--- src/rtl/piece_commit.sv ---
// piece_commit: locks a landed tetromino into board RAM, then removes full rows by shifting
// everything above them down one row at a time.
module piece_commit #(
  parameter int WIDTH  = 10,
  parameter int HEIGHT = 24,
  parameter int DATA_W = 6
) (
  input  logic              clk,
  input  logic              resetn,
  input  logic              start,
  input  logic [4:0]        X_anchor,
  input  logic [5:0]        Y_anchor,
  input  logic [2:0]        block,
  input  logic [1:0]        curr_rotation,
  input  logic [DATA_W-1:0] cell_value,
  input  logic [DATA_W-1:0] ram_Q,
  output logic [7:0]        ram_addr,
  output logic [DATA_W-1:0] ram_data,
  output logic              ram_wren,
  output logic              busy,
  output logic              complete,
  output logic [2:0]        lines_cleared
);
  localparam int RW = $clog2(HEIGHT);
  localparam int CW = $clog2(WIDTH + 1);
  localparam logic [7:0] W8 = 8'(WIDTH);
  localparam logic [7:0] H8 = 8'(HEIGHT);
  localparam logic [RW-1:0] ROW_LAST = RW'(HEIGHT - 1);
  localparam logic [CW-1:0] COL_LAST = CW'(WIDTH - 1);
  localparam logic [CW-1:0] COL_TAIL = CW'(WIDTH);

  typedef enum logic [2:0] {IDLE, WRITE, SCAN, SHIFT, TOPCLR, DONE} state_t;

  state_t            state_q, state_d;
  logic [1:0]        k_q, k_d;
  logic [RW-1:0]     row_q, row_d, rr_q, rr_d;
  logic [CW-1:0]     col_q, col_d;
  logic              ph_q, ph_d, full_q, full_d;
  logic [2:0]        lines_q, lines_d;
  logic [4:0]        xa_q, xa_d;
  logic [5:0]        ya_q, ya_d;
  logic [2:0]        blk_q, blk_d;
  logic [1:0]        rot_q, rot_d;
  logic [DATA_W-1:0] val_q, val_d;
  logic [15:0]       offs;
  logic [5:0]        wx;
  logic [6:0]        wy;
  logic              row_full;

  // Returns {cy[3:0] x 2 bits, cx[3:0] x 2 bits}; cell k sits at bits [2k+1:2k] of each byte.
  // Encoding: 0=I 1=O 2=T 3=S 4=Z 5=J 6=L, 7 falls back to O.
  function automatic logic [15:0] lut(input logic [2:0] b, input logic [1:0] r);
    case ({b, r})
      5'b000_00, 5'b000_10: lut = {8'h00, 8'hE4};
      5'b000_01, 5'b000_11: lut = {8'hE4, 8'h00};
      5'b010_00:            lut = {8'h40, 8'h64};
      5'b010_01:            lut = {8'h64, 8'h15};
      5'b010_10:            lut = {8'h54, 8'h91};
      5'b010_11:            lut = {8'h64, 8'h40};
      5'b011_00, 5'b011_10: lut = {8'h50, 8'h49};
      5'b011_01, 5'b011_11: lut = {8'h94, 8'h50};
      5'b100_00, 5'b100_10: lut = {8'h50, 8'h94};
      5'b100_01, 5'b100_11: lut = {8'h94, 8'h05};
      5'b101_00:            lut = {8'h54, 8'h90};
      5'b101_01:            lut = {8'h90, 8'h04};
      5'b101_10:            lut = {8'h40, 8'hA4};
      5'b101_11:            lut = {8'hA4, 8'h45};
      5'b110_00:            lut = {8'h54, 8'h92};
      5'b110_01:            lut = {8'hA4, 8'h40};
      5'b110_10:            lut = {8'h40, 8'h24};
      5'b110_11:            lut = {8'h90, 8'h54};
      default:              lut = {8'h50, 8'h44};
    endcase
  endfunction

  always_ff @(posedge clk or negedge resetn)
    if (!resetn) begin
      state_q <= IDLE;
      k_q     <= '0;
      row_q   <= '0;
      rr_q    <= '0;
      col_q   <= '0;
      ph_q    <= 1'b0;
      full_q  <= 1'b0;
      lines_q <= '0;
      xa_q    <= '0;
      ya_q    <= '0;
      blk_q   <= '0;
      rot_q   <= '0;
      val_q   <= '0;
    end else begin
      state_q <= state_d;
      k_q     <= k_d;
      row_q   <= row_d;
      rr_q    <= rr_d;
      col_q   <= col_d;
      ph_q    <= ph_d;
      full_q  <= full_d;
      lines_q <= lines_d;
      xa_q    <= xa_d;
      ya_q    <= ya_d;
      blk_q   <= blk_d;
      rot_q   <= rot_d;
      val_q   <= val_d;
    end

  // ram_Q of column x arrives while column x+1 is addressed, hence the 11th scan cycle
  assign row_full = full_q & |ram_Q;

  always_comb begin
    state_d = state_q;
    k_d     = k_q;
    row_d   = row_q;
    rr_d    = rr_q;
    col_d   = col_q;
    ph_d    = ph_q;
    full_d  = full_q;
    lines_d = lines_q;
    xa_d    = xa_q;
    ya_d    = ya_q;
    blk_d   = blk_q;
    rot_d   = rot_q;
    val_d   = val_q;
    case (state_q)
      IDLE: if (start) begin
        state_d = WRITE;
        k_d     = '0;
        lines_d = '0;
        xa_d    = X_anchor;
        ya_d    = Y_anchor;
        blk_d   = block;
        rot_d   = curr_rotation;
        val_d   = cell_value;
      end
      WRITE: begin
        k_d = k_q + 2'd1;
        if (k_q == 2'd3) begin
          state_d = SCAN;
          row_d   = ROW_LAST;
          col_d   = '0;
        end
      end
      SCAN: begin
        col_d  = col_q + 1'b1;
        full_d = (col_q == '0) | row_full;
        if (col_q == COL_TAIL) begin
          col_d = '0;
          ph_d  = 1'b0;
          rr_d  = row_q;
          if (row_full) state_d = (row_q == '0) ? TOPCLR : SHIFT;
          else if (row_q == '0) state_d = DONE;
          else row_d = row_q - 1'b1;
        end
      end
      SHIFT: begin
        ph_d = ~ph_q;
        if (ph_q) begin
          col_d = (col_q == COL_LAST) ? '0 : col_q + 1'b1;
          if (col_q == COL_LAST) begin
            if (rr_q == RW'(1)) state_d = TOPCLR;
            else rr_d = rr_q - 1'b1;
          end
        end
      end
      TOPCLR: begin
        col_d = (col_q == COL_LAST) ? '0 : col_q + 1'b1;
        if (col_q == COL_LAST) begin
          state_d = SCAN;
          lines_d = (lines_q == 3'd4) ? lines_q : lines_q + 3'd1;
        end
      end
      DONE: state_d = IDLE;
      default: state_d = IDLE;
    endcase
  end

  always_comb begin
    offs     = lut(blk_q, rot_q);
    wx       = 6'(xa_q) + 6'(offs[{1'b0, k_q, 1'b0} +: 2]);
    wy       = 7'(ya_q) + 7'(offs[{1'b1, k_q, 1'b0} +: 2]);
    ram_addr = '0;
    ram_data = '0;
    ram_wren = 1'b0;
    busy     = state_q inside {WRITE, SCAN, SHIFT, TOPCLR};
    complete = state_q == DONE;
    case (state_q)
      WRITE: begin
        ram_addr = 8'(wy) * W8 + 8'(wx);
        ram_data = val_q;
        ram_wren = (8'(wx) < W8) && (8'(wy) < H8);
      end
      SCAN: ram_addr = 8'(row_q) * W8 + 8'(col_q);
      SHIFT: begin
        ram_addr = (ph_q ? 8'(rr_q) : 8'(rr_q) - 8'd1) * W8 + 8'(col_q);
        ram_data = ram_Q;
        ram_wren = ph_q;
      end
      TOPCLR: begin
        ram_addr = 8'(col_q);
        ram_wren = 1'b1;
      end
      default: ;
    endcase
  end

  assign lines_cleared = lines_q;
endmodule

--- config.mk ---
export PLATFORM = sky130hd
export DESIGN_NAME = piece_commit
export DESIGN_NICKNAME = d
export VERILOG_FILES = /design/src/rtl/piece_commit.sv
export SDC_FILE = /design/constraint.sdc
export NUM_CORES = 1
export LEC_CHECK = 0
export BUFFER_PORTS_ARGS = -buffer_cell sky130_fd_sc_hd__clkbuf_2
export CORE_MARGIN = 5
export CORE_UTILIZATION = 55
export DETAILED_ROUTE_END_ITERATION = 16
export GPL_TIMING_DRIVEN = 0
export HOLD_SLACK_MARGIN = 0.05
export PLACE_DENSITY = 0.76
export REMOVE_ABC_BUFFERS = 1
export SETUP_SLACK_MARGIN = 0.5
export SLEW_MARGIN = 20
export SYNTH_ARGS = -nofsm -noshare
export SYNTH_HDL_FRONTEND = slang
export SYNTH_SLANG_ARGS = --single-unit
--- constraint.sdc ---
create_clock -name clk -period 6.2 [get_ports clk]
set_input_delay 1.24 -clock clk [delete_from_list [all_inputs] [get_ports clk]]
set_output_delay 1.24 -clock clk [all_outputs]
set_load 0.02 [all_outputs]
==> run summary <==
The cell area that synthesis handed to floorplanning was 0.00430 mm^2. The number of cells produced by synthesis is 494. The number of global-route vias before repair came to 3838.

The width of the chip is 98.4 um. After clock tree synthesis, the clock-pin slew on the worst setup and hold paths is 0.10 ns. The maximum root-to-sink buffer count is 2. The floorplan row count came out at 32.

The worst slew slack as a fraction of its limit is 30.5%. Among all flip-flop cells after synthesis, the most frequent one is dfrtp_1. The leftover overflow at the end of global routing came out at 0.

The slowest stage of the critical path belongs to the cell fa_1. STA classifies the critical path startpoint as a register. Port buffering added 50 buffers. The instance count along the most critical hold path is 1. The H-tree depth reported by CTS is 2. For the worst setup path, the data required time is 4.96 ns. The post-detailed-routing wire length came out at 10400 um. The flip-flop and latch count after synthesis came out at 46. Static timing analysis puts the maximum clock frequency at 176 MHz.

The worst min-delay path class is register to register. The share of final-layout standard cells stronger than drive strength 1 came out at 25.0%. In the layout the commonest cells are 47 x clkbuf_2, 45 x nand2_1, 41 x dfrtp_1. The cell type contributing the most total cell area after synthesis is dfrtp_1. The TritonCTS buffer count came out at 5. The initial utilization of the core area, before any placement, comes to 56.2%.

The number of optimization iterations in the first detailed-route pass came out at 5. The total negative setup slack came out at 0 ns. The highest net fanout along the worst path came out at 4. The number of distinct standard cells referenced by the synthesized netlist came out at 64.

The post-synthesis to final-layout area growth is 15.6%. The cell count of the worst reg-to-reg path came out at 5. The transition time at the pin with the least slew margin came out at 1.04 ns.

The stage delay of the slowest cell on the critical path is 0.50 ns. Of all flip-flops after synthesis, the portion carrying an async set or reset was 100%. The cell area after layout came out at 0.00497 mm^2. The number of hold-slack violations in the final timing report came to 0.

By area the synthesized netlist is led by dfrtp_1 27%, ha_1 13%, mux2_2 5.0%. Setup violations remaining at the end of the flow were counted as 0. The final critical-path required period is 5.68 ns. The most common library cell in the layout ignoring fill and taps is clkbuf_2.

The via count came out at 3787. The number of sinks handled by clock tree synthesis is 46. The clock reaches the later pin of the worst-skew pair after 0.31 ns.

The placed wire-length estimate is 7330 um. Dividing the detail-routed wire length by the instance count gives 16.2 um. The area of placed instances came out at 0.00456 mm^2. The die boundary height is 98.4 um. The final cycle utilization of the critical path came out at 91.6%. The number of synthesized flops with an enable pin is 0. The top-area cell type share of the netlist area came out at 26.8%. The critical path goes through inv_4 > ha_4 > nand2b_4 > a21oi_4 > a211oi_2 > nor3_1 > a21oi_1 > a21oi_2 > ha_2 > fa_2 > ha_4 > ha_4 > fa_1 > ha_4 > a21boi_4 > o21ai_1 > xor2_1 > o211ai_2 > clkbuf_8. The critical path is of the register to output port type. Pin placement for this block handled 51 I/O pins.

The number of diodes came out at 0. The start point of the worst min-delay path is full_q$_DFFE_PN0P_. The total number of yosys warnings is 0. The count of nets left with antenna violations once routing finished came out at 0. In this run the standard cell core region covers 0.00765 mm^2. The total routing resource utilization after global routing is 22.2%. The cell chosen for the clock root is clkbuf_8.

The average instance area after synthesis came out at 8.70 um^2. The run finished with clean final reports. Setup repair after global routing could not meet its margin everywhere. The most critical setup path has its startpoint at rot_q[1]$_DFFE_PN0P_.

In the routed layout, each cell is associated on average with a via count of 5.90. Counting stages on the worst path, the most repeated cell is ha_4. The first global-routing pass estimated 18000 um of wire.

The initial antenna violation count came out at 0. The die covers 0.00968 mm^2. Entering global routing, the biggest net connects 47 pins. The worst setup path is captured at an output port. Data on the critical path arrives at its endpoint at 4.44 ns. The share of synthesized area occupied by flip-flops and latches came out at 26.8%. The net count of the finished layout came out at 621. The detailed router finished its first iteration with 202 violations.

Hold repair after CTS inserted 0 buffers. Max-cap violations in this run came to 0. At the end of routability-driven placement, the weighted congestion stood at 0.915. TritonCTS built the clock tree. The number of pins with negative max-slew slack in the final report is 0. The worst setup skew after layout came out at 0.00766 ns. The worst reg2reg path startpoint is state_q[0]$_DFFE_PN0P_.

The detailed-route DRC error count is 0.
-- final timing paths --
| kind | endpoint | slack [ns] |
|---|---|---|
| worst min-delay path | full_q$_DFFE_PN0P_ | 0.51 |
| worst min register to register | full_q$_DFFE_PN0P_ | 0.51 |
| max in group asynchronous | blk_q[1]$_DFFE_PN0P_ | 4.74 |
| worst max register to register | row_q[0]$_DFFE_PN0P_ | 3.40 |
| min in group asynchronous | ya_q[2]$_DFFE_PN0P_ | 0.96 |
| worst max-delay path | ram_addr[7] | 0.52 |
-- metal layers --
metal	up-vias	wire, um	global-route usage [%]
li1	1843	-	-
met1	1812	4350	28.0
met2	110	5300	39.2
met3	22	539	3.07
met4	0	218	7.14
met5	-	0	0
-- what timing repair did --
item | in CTS | in global routing
pin swaps | 19 | 11
setup endpoints to repair | 4 | 3
hold endpoints to repair | 0 | 0
gates cloned | 0 | 0
setup buffers | 9 | 4
gates resized for setup | 38 | 9
-- cell usage after synthesis (6+ instances only) --
| master | instances |
|---|---|
| xnor2_1 | 19 |
| buf_2 | 9 |
| nand2_1 | 45 |
| dfrtp_1 | 46 |
| mux2_2 | 19 |
| mux2i_1 | 6 |
| fa_1 | 7 |
| nor3_1 | 9 |
| ha_1 | 44 |
| o22ai_1 | 9 |
| xor2_1 | 15 |
| nor2_1 | 33 |
| a21o_1 | 9 |
| nor2b_1 | 12 |
| a21oi_1 | 37 |
| clkbuf_1 | 12 |
| nand2b_1 | 8 |
| nand3_1 | 11 |
| o21ai_0 | 31 |
| a22o_1 | 8 |
| inv_1 | 32 |
-- registers in the layout, indices dropped and copies added, names as in the netlist --
name and flops:
full_q 1, col_q 4, k_q 2, xa_q 5
row_q 5, lines_cleared 3, rr_q 5, rot_q 2
blk_q 3, val_q 6, ya_q 6, ph_q 1
state_q 3
-- logic make-up (layout without fill, tap and decap cells) --
group	Yosys count	after routing	synth area share, %
flops	46	46	26.8
fa+ha+maj	51	51	16.1
buf+inv	57	103	5.59
simple gates	151	151	18.5
compound gates	129	129	19.4
xor+xnor	34	34	6.93
mux	26	26	6.64
-- per-stage QoR --
| stage | instances | setup slack (ns) | util (%) | hold slack, ns |
|---|---|---|---|---|
| after detailed placement | 621 | 0.117 | 59.6 | 0.491 |
| final | 642 | 0.521 | 64.9 | 0.511 |
| after global routing | 642 | 0.340 | 64.9 | 0.544 |
| after floorplan | 469 | 0.650 | - | 0.466 |
| after CTS | 638 | 0.502 | 64.1 | 0.514 |
| after global placement | 621 | 0.168 | 59.5 | 0.478 |
-- cell type report --
cell class              instances  area (um^2)
flip-flops and latches         46         1160
multi-input cells             391         3070
fillers                       642         2680
inverters                      32          125
clock buffers                   5         68.8
repair buffers                 63          367
clock inverters                 3         43.8
well taps                     102          128
-- critical path, delay by kind of cell (launching register included) --
family / cells / cell delay (ns)
simple gates: 2 / 0.33
buf+inv: 2 / 0.25
fa+ha+maj: 7 / 2.13
compound gates: 7 / 0.82
flops: 1 / 0.45
xor+xnor: 1 / 0.16
Power is not shown: default switching activity piles up to over one toggle a cycle in this logic, so the estimate is an artifact.
